[src/rtl/branch_pkg.sv]
// Shared encodings for the branch sequencing controller: 2-bit counter states,
// their reset value, the recovery FSM states and the saturating update rule.
package branch_pkg;

   localparam logic [1:0] CTR_SNT   = 2'b00;
   localparam logic [1:0] CTR_WNT   = 2'b01;
   localparam logic [1:0] CTR_WT    = 2'b10;
   localparam logic [1:0] CTR_ST    = 2'b11;
   localparam logic [1:0] CTR_RESET = CTR_WNT;

   typedef enum logic {
      IDLE    = 1'b0,
      RECOVER = 1'b1
   } state_t;

   function automatic logic [1:0] ctr_update(input logic [1:0] ctr, input logic taken);
      if (taken) begin
         return (ctr == CTR_ST) ? CTR_ST : ctr + 2'd1;
      end
      return (ctr == CTR_SNT) ? CTR_SNT : ctr - 2'd1;
   endfunction

endpackage

[src/rtl/branch_flush_ctrl_if.sv]
// IF-predict / EX-resolve / flush-redirect signal bundle between the pipeline
// (master) and the branch flush controller (slave).
interface branch_flush_ctrl_if #(
   parameter int PC_W = 32
);
   logic            if_valid;
   logic            if_is_branch;
   logic [PC_W-1:0] if_pc;
   logic [PC_W-1:0] if_target;
   logic            pred_taken;
   logic [PC_W-1:0] pred_pc;
   logic            ex_valid;
   logic [PC_W-1:0] ex_pc;
   logic [PC_W-1:0] ex_target;
   logic            ex_pred_taken;
   logic            branch_out;
   logic            flush;
   logic            redirect_valid;
   logic [PC_W-1:0] redirect_pc;

   modport master (
      output if_valid, if_is_branch, if_pc, if_target,
      output ex_valid, ex_pc, ex_target, ex_pred_taken, branch_out,
      input  pred_taken, pred_pc, flush, redirect_valid, redirect_pc
   );

   modport slave (
      input  if_valid, if_is_branch, if_pc, if_target,
      input  ex_valid, ex_pc, ex_target, ex_pred_taken, branch_out,
      output pred_taken, pred_pc, flush, redirect_valid, redirect_pc
   );
endinterface

[src/rtl/bht_2bit.sv]
// Table of 2-bit saturating branch counters: combinational read, synchronous
// update. Only built when BRANCH_PREDICT_EN is defined.
`ifdef BRANCH_PREDICT_EN
module bht_2bit
   import branch_pkg::*;
#(
   parameter int IDX_BITS = 6
) (
   input  logic                Clk,
   input  logic                Rst_n,
   input  logic [IDX_BITS-1:0] rd_idx,
   output logic                rd_taken,
   input  logic                wr_en,
   input  logic [IDX_BITS-1:0] wr_idx,
   input  logic                wr_taken
);
   localparam int DEPTH = 1 << IDX_BITS;

   logic [1:0] ctr_reg [DEPTH];
   logic [1:0] ctr_next;

   assign ctr_next = ctr_update(ctr_reg[wr_idx], wr_taken);

   always_ff @(posedge Clk or negedge Rst_n) begin
      if (!Rst_n) begin
         for (int i = 0; i < DEPTH; i++) begin
            ctr_reg[i] <= CTR_RESET;
         end
      end else if (wr_en) begin
         ctr_reg[wr_idx] <= ctr_next;
      end
   end

   // Read sees the pre-update value when IF and EX hit the same entry.
   assign rd_taken = ctr_reg[rd_idx][1];

endmodule
`endif

[src/rtl/branch_flush_ctrl.sv]
// Branch predict/resolve controller with one-cycle flush and PC redirect.
// BRANCH_PREDICT_EN selects the 2-bit counter predictor; otherwise static not-taken.
module branch_flush_ctrl
   import branch_pkg::*;
#(
   parameter int IDX_BITS = 6,
   parameter int PC_W     = 32
) (
   input logic                Clk,
   input logic                Rst_n,
   branch_flush_ctrl_if.slave bus
);
   state_t          state_reg, state_next;
   logic            resolve;
   logic            mispredict;
   logic            predict_taken;
   logic            recover_out;
   logic [PC_W-1:0] correct_pc;
   logic [PC_W-1:0] redirect_pc_reg, redirect_pc_next;

   // EX is wrong-path while recovering, so it is only looked at in IDLE.
   assign resolve    = (state_reg == IDLE) && bus.ex_valid;
   assign correct_pc = bus.branch_out ? bus.ex_target : bus.ex_pc + PC_W'(4);

`ifdef BRANCH_PREDICT_EN
   logic ctr_taken;

   bht_2bit #(
      .IDX_BITS(IDX_BITS)
   ) u_bht (
      .Clk      (Clk),
      .Rst_n    (Rst_n),
      .rd_idx   (bus.if_pc[IDX_BITS+1:2]),
      .rd_taken (ctr_taken),
      .wr_en    (resolve),
      .wr_idx   (bus.ex_pc[IDX_BITS+1:2]),
      .wr_taken (bus.branch_out)
   );

   assign predict_taken  = bus.if_valid & bus.if_is_branch & ctr_taken;
   assign mispredict     = resolve && (bus.branch_out != bus.ex_pred_taken);
   assign bus.pred_pc    = predict_taken ? bus.if_target : bus.if_pc + PC_W'(4);
`else
   logic unused_pred;

   assign unused_pred    = ^{bus.if_valid, bus.if_is_branch, bus.if_target, bus.ex_pred_taken};
   assign predict_taken  = 1'b0;
   assign mispredict     = resolve && bus.branch_out;
   assign bus.pred_pc    = bus.if_pc + PC_W'(4);
`endif

   assign bus.pred_taken = predict_taken;

   always_ff @(posedge Clk or negedge Rst_n) begin
      if (!Rst_n) begin
         state_reg       <= IDLE;
         redirect_pc_reg <= '0;
      end else begin
         state_reg       <= state_next;
         redirect_pc_reg <= redirect_pc_next;
      end
   end

   always_comb begin
      state_next       = state_reg;
      redirect_pc_next = redirect_pc_reg;
      recover_out      = 1'b0;
      case (state_reg)
         IDLE: begin
            if (mispredict) begin
               state_next       = RECOVER;
               redirect_pc_next = correct_pc;
            end
         end
         RECOVER: begin
            recover_out = 1'b1;
            state_next  = IDLE;
         end
      endcase
   end

   assign bus.flush          = recover_out;
   assign bus.redirect_valid = recover_out;
   assign bus.redirect_pc    = redirect_pc_reg;

endmodule

[src/flat_wrapper.sv]
// flat-port wrapper written by rule: the top's interface ports become plain ports
module branch_flush_ctrl_flat import branch_pkg::*;
#(
   parameter int IDX_BITS = 6,
   parameter int PC_W     = 32
)
  (Clk, Rst_n, bus_if_valid, bus_if_is_branch, bus_if_pc, bus_if_target, bus_ex_valid, bus_ex_pc, bus_ex_target, bus_ex_pred_taken, bus_branch_out, bus_pred_taken, bus_pred_pc, bus_flush, bus_redirect_valid, bus_redirect_pc);
  branch_flush_ctrl_if #(.PC_W(PC_W)) bus_i ();
  input logic Clk;
  input logic Rst_n;
  input wire logic [$bits(bus_i.if_valid)-1:0] bus_if_valid;
  input wire logic [$bits(bus_i.if_is_branch)-1:0] bus_if_is_branch;
  input wire logic [$bits(bus_i.if_pc)-1:0] bus_if_pc;
  input wire logic [$bits(bus_i.if_target)-1:0] bus_if_target;
  input wire logic [$bits(bus_i.ex_valid)-1:0] bus_ex_valid;
  input wire logic [$bits(bus_i.ex_pc)-1:0] bus_ex_pc;
  input wire logic [$bits(bus_i.ex_target)-1:0] bus_ex_target;
  input wire logic [$bits(bus_i.ex_pred_taken)-1:0] bus_ex_pred_taken;
  input wire logic [$bits(bus_i.branch_out)-1:0] bus_branch_out;
  output wire logic [$bits(bus_i.pred_taken)-1:0] bus_pred_taken;
  output wire logic [$bits(bus_i.pred_pc)-1:0] bus_pred_pc;
  output wire logic [$bits(bus_i.flush)-1:0] bus_flush;
  output wire logic [$bits(bus_i.redirect_valid)-1:0] bus_redirect_valid;
  output wire logic [$bits(bus_i.redirect_pc)-1:0] bus_redirect_pc;
  assign bus_i.if_valid = bus_if_valid;
  assign bus_i.if_is_branch = bus_if_is_branch;
  assign bus_i.if_pc = bus_if_pc;
  assign bus_i.if_target = bus_if_target;
  assign bus_i.ex_valid = bus_ex_valid;
  assign bus_i.ex_pc = bus_ex_pc;
  assign bus_i.ex_target = bus_ex_target;
  assign bus_i.ex_pred_taken = bus_ex_pred_taken;
  assign bus_i.branch_out = bus_branch_out;
  assign bus_pred_taken = bus_i.pred_taken;
  assign bus_pred_pc = bus_i.pred_pc;
  assign bus_flush = bus_i.flush;
  assign bus_redirect_valid = bus_i.redirect_valid;
  assign bus_redirect_pc = bus_i.redirect_pc;
  branch_flush_ctrl #(.IDX_BITS(IDX_BITS), .PC_W(PC_W)) u_core (.Clk(Clk), .Rst_n(Rst_n), .bus(bus_i));
endmodule
[config.mk]
export PLATFORM = sky130hd
export DESIGN_NAME = branch_flush_ctrl_flat
export DESIGN_NICKNAME = d
export VERILOG_FILES = /design/src/rtl/branch_pkg.sv /design/src/rtl/branch_flush_ctrl_if.sv /design/src/rtl/bht_2bit.sv /design/src/rtl/branch_flush_ctrl.sv /design/src/flat_wrapper.sv
export SDC_FILE = /design/constraint.sdc
export NUM_CORES = 1
export LEC_CHECK = 0
export CORE_ASPECT_RATIO = 0.5
export CORE_MARGIN = 4
export CORE_UTILIZATION = 28
export CTS_BUF_LIST = sky130_fd_sc_hd__clkbuf_16
export DETAILED_ROUTE_END_ITERATION = 8
export PLACE_DENSITY = 0.81
export SLEW_MARGIN = 20
export SYNTH_ARGS = -nofsm -noshare
export SYNTH_HDL_FRONTEND = slang
export SYNTH_HIERARCHICAL = 1
export SYNTH_SLANG_ARGS = --single-unit
[constraint.sdc]
create_clock -name Clk -period 2.01 [get_ports Clk]
set_input_delay 0.201 -clock Clk [delete_from_list [all_inputs] [get_ports Clk]]
set_output_delay 0.201 -clock Clk [all_outputs]
set_load 0.1 [all_outputs]
Word level (Yosys, flattened, before mapping)
Index checks and enable logic that the tools add are counted.
W data, S select, Z words.
- input port bits: 135
- output and inout port bits: 67
- register bits: 33
- bitwise gates (word level): 1
- add/subtract/negate cells: 2
- reductions and logical operators: 3
- multiplexer cells: 4
- operators by type and width (cell ; number):
    $add A32 B3 Y32 const B ; 2
    $mux W32 ; 1
    $logic_and A1 B1 Y1 ; 2
    $mux W1 ; 2
    $pmux W1 S2 ; 1
    $reduce_and A2 Y1 ; 1
    $not A1 Y1 ; 1

Longest topological paths before layout
- depth in word-level cells: 5
- gate-level depth with buffers: 6

Worst setup path after synthesis
No wires, ideal clock.
- path kind: input -> output
- from: input bus_if_pc[8]
- to: output bus_pred_pc[25]
- stages on the path: 5
- path slack: -0.945 ns
- data arrival time: 2.754 ns
- buffers on the path: 1
- cells stage by stage: and4_1 or4b_1 buf_2 nor4_1 xor2_1
- word-level cells in the longest chain between the ends: 1
- RTL lines (item ; RTL line ; text):
    start: declaration ; flat_wrapper.sv:13 ; input wire logic [$bits(bus_i.if_pc)-1:0] bus_if_pc;
    $add A32 B3 Y32 ; branch_flush_ctrl.sv:49 ; assign bus.pred_pc = bus.if_pc + PC_W'(4);
    end: declaration ; flat_wrapper.sv:21 ; output wire logic [$bits(bus_i.pred_pc)-1:0] bus_pred_pc;
No other way between the ends.

Worst setup path after layout
Ends and elaborated chain as after synthesis.

==> results_dict.tcl <==
set metrics [dict create \
    grt_overflow_total 0 \
    cts_htree_levels 2 \
    cts.root.buffer_cell "clkbuf_16" \
    worst_r2r_startpoint "u_core/state_reg$_DFF_PN0_" \
    synth.yosys.seq_area_share_pct 45.4 \
    seqPwrFrac_pct 24.9 \
    crit_path_cell_trace "buf_6 > and4_4 > or4b_4 > buf_8 > nor4_4 > buf_4 > xor2_4 > buf_12" \
    die_width_um 122 \
    switching_share_pct 48.3 \
    io_buffer_count 129 \
    worstReg2RegEnd "u_core/bus.redirect_pc[30]$_DFFE_PN0P_" \
    dr.first_iter.drc_count 93 \
    clock_net_sink_count 33 \
    timing.hold.ws_ps 336 \
    synthTopCellsByArea "dfrtp_1 (45%), nand2_1 (21%), xnor2_1 (8.2%)" \
    min-delay-path-class "in -> async" \
    largest_register_ffs 32 \
    die_h_um 65.0 \
    wire_per_inst_um 15.4 \
    area.growth.synth_to_final_pct 144 \
    drc 0 \
    leakage_nw 2.23 \
    groute.usage.overall_pct 18.2 \
    syn-cell-area_mm2 0.00182 \
    coreArea_mm2 0.00618 \
    total_number_of_vias 2235 \
    insertion_delay_to_the_later_sink_of_the_worst_skew_pair_ps 270 \
    netlist.top_cell.by_area "dfrtp_1" \
    finalSetupViolCount 4 \
    dp_hpwl_um 5690 \
    place_area_mm2 0.00420 \
    cp-start-kind "primary input" \
    largest_stage_delay_on_the_critical_path_ps 500 \
    layout_worst_path_cycle_share_pct 101 \
    fmax_ghz 0.491 \
    violations_in_the_final_reports "setup timing" \
    worst-r2r-cell-count 5 \
    synthesis.instances 226 \
    setup_repair_after_global_routing_missed_its_margin "true" \
    worstPathRequired_ps 1810 \
    net_switching_power_figure_mw 1.60 \
    detailedRoute.firstPassIterationCount 6 \
    pwr-share-clk_pct 20.6 \
    pin_count_of_the_biggest_net_entering_global_routing 34 \
    starting_density_of_the_core_pct 29.5 \
    hold_violations 0 \
    path_clk_slew_ps 50 \
    post_cts_hold_fix_bufs 0 \
    skew_ps 3.61 \
    post_drt_via_cell_ratio 4.57 \
    crit_fanout 5 \
    totalPowerFinal_mw 3.31 \
    final-instance-count-excl-fill 489 \
    num_rows 20 \
    route.antenna.remaining_nets 0 \
    number_of_global_route_vias_before_repair 2393 \
    fin_nets 537 \
    synthesis.area_per_instance_um2 8.06 \
    grt_antenna_before_repair 1 \
    tritoncts_clock_tree "yes" \
    kind_of_end_point_of_the_critical_path "output pin" \
    yosys.area.top_type_share_pct 45.4 \
    p_comb_share_pct 54.5 \
    drt-total-wl_um 7520 \
    postSynthNetCount 362 \
    finalSetupTns_ps -70.6 \
    fin_crit_ps 2040 \
    critPathKind "in -> out" \
    globalplace.congestion 0.772 \
    outcome "finished, violations left" \
    finalMaxSlewViolations 0 \
    ff2ff_setup_slack_ps 720 \
    grt_first_pass_wirelength_um 11600 \
    post-route-worst-setup-slack_ps -28.4 \
    yosys_warnings 6 \
    timing.critical_path.arrival_ps 1840 \
    power.ir.vdd_worst_v 0.000782 \
    internal_power_mw 1.71 \
    io-pin-count 202 \
    max-clock-path-buffers 2 \
    drive_gt1_share_pct 45.0 \
    maxCapViolations 0 \
    dpl.cell_count 475 \
    n_fill_cell 441 \
    yosysUniqueCellTypes 24 \
    yosys_register_bits 33 \
    critPathSlowestCell "or4b_4" \
    cts_made_buffers 5 \
    post-route-cell-area_mm2 0.00445 \
    die-area_mm2 0.00793 \
    p_per_area_mw_per_mm2 743 \
]
[cell type report]
type | count | area (um2) | area share, %
Tap cell | 88 | 110 | 2.48
Clock buffer | 5 | 125 | 2.81
Sequential cell | 33 | 826 | 18.6
Timing Repair Buffer | 181 | 1890 | 42.5
Multi-Input combinational cell | 175 | 1470 | 33.0
Inverter | 5 | 18.8 | 0.422
Clock inverter | 1 | 5.00 | 0.113
Antenna cell | 1 | 2.50 | 0.0563
[synth_stat cells (all sizes together)]
library cell,n
nor4,4
and2,1
xor2,11
xnor2,17
nor2,3
and3,5
nand4,7
ha,1
and3b,1
or4b,1
nand3,10
nand2,103
and4,5
nand4b,1
buf,6
nand3b,1
inv,5
nor3,2
nand2b,1
dfrtp,33
clkbuf,7
conb,1
[worst max-delay path by stage]
stage	start	endpoint	depth (start not counted)
2_1_floorplan	bus_if_pc[8]	bus_pred_pc[25]	5
3_3_place_gp	bus_if_pc[8]	bus_pred_pc[25]	8
3_5_place_dp	bus_if_pc[10]	bus_pred_pc[25]	8
4_1_cts	bus_if_pc[8]	bus_pred_pc[29]	7
5_1_grt	bus_if_pc[8]	bus_pred_pc[23]	8
6_report	bus_if_pc[8]	bus_pred_pc[25]	8
[kinds of logic (layout without fill, tap and decap cells)]
| group | after synthesis | count (layout) | synth area share [%] |
|---|---|---|---|
| simple gates | 145 | 145 | 35.7 |
| fa+ha+maj | 1 | 1 | 0.687 |
| buf+inv | 18 | 192 | 4.60 |
| other cells | 1 | 2 | 0.206 |
| flops | 33 | 33 | 45.4 |
| xor+xnor | 28 | 28 | 13.5 |
[through the flow]
stage / utilization [%] / setup slack [ps]
2_1_floorplan: - / -415
3_5_place_dp: 67.9 / -622
6_report: 72.0 / -28.4
3_3_place_gp: 67.9 / -533
4_1_cts: 71.1 / -64.4
5_1_grt: 72.0 / -91.8
[power groups by stage]
stage               registers (mW)  logic, mW  clock network, mW
floorplan                     1.55      0.484                  0
global placement             0.825       1.78                  0
detailed placement           0.831       1.81                  0
CTS                          0.823       1.81              0.694
global route                 0.834       1.86              0.723
finish                       0.822       1.80              0.681
[layer usage]
layer	vias to the layer above	GRT usage, %	share of wire (%)	wire (um)
li1	1064	-	-	-
met3	20	2.27	3.7	281
met4	0	7.26	3.3	248
met5	-	0	0	0
met2	67	36.7	57	4290
met1	1084	19.1	36	2700
[worst max-delay path, delay by kind of cell]
| kind | cells | cell delay [ps] |
|---|---|---|
| xor gates and xnor gates | 1 | 160 |
| buffers and inverters | 4 | 610 |
| and+or+nand+nor | 3 | 870 |
[repair_timing]
item	4_1_cts	5_1_grt
resized for setup	68	18
pin swaps	15	10
setup buffers	3	3
setup endpoints to repair	21	17
gates cloned	1	0
[layout by cell type (no fill, tap or decap), types with 3 or more instances in the layout]
master,netlist,layout
clkdlybuf4s50_1,0,41
nand2_1,103,102
dfrtp_1,33,33
buf_2,1,6
dlygate4sd2_1,0,10
buf_12,0,30
xor2_4,0,9
inv_1,5,5
buf_4,4,79
xnor2_4,0,11
nand3_1,10,8
dlymetal6s2s_1,0,3
nor4_4,0,4
clkbuf_16,0,5
buf_6,0,10
xnor2_2,0,6
and4_4,0,3
nand4_1,7,7
No activity file was read; power rests on OpenSTA's default activity.
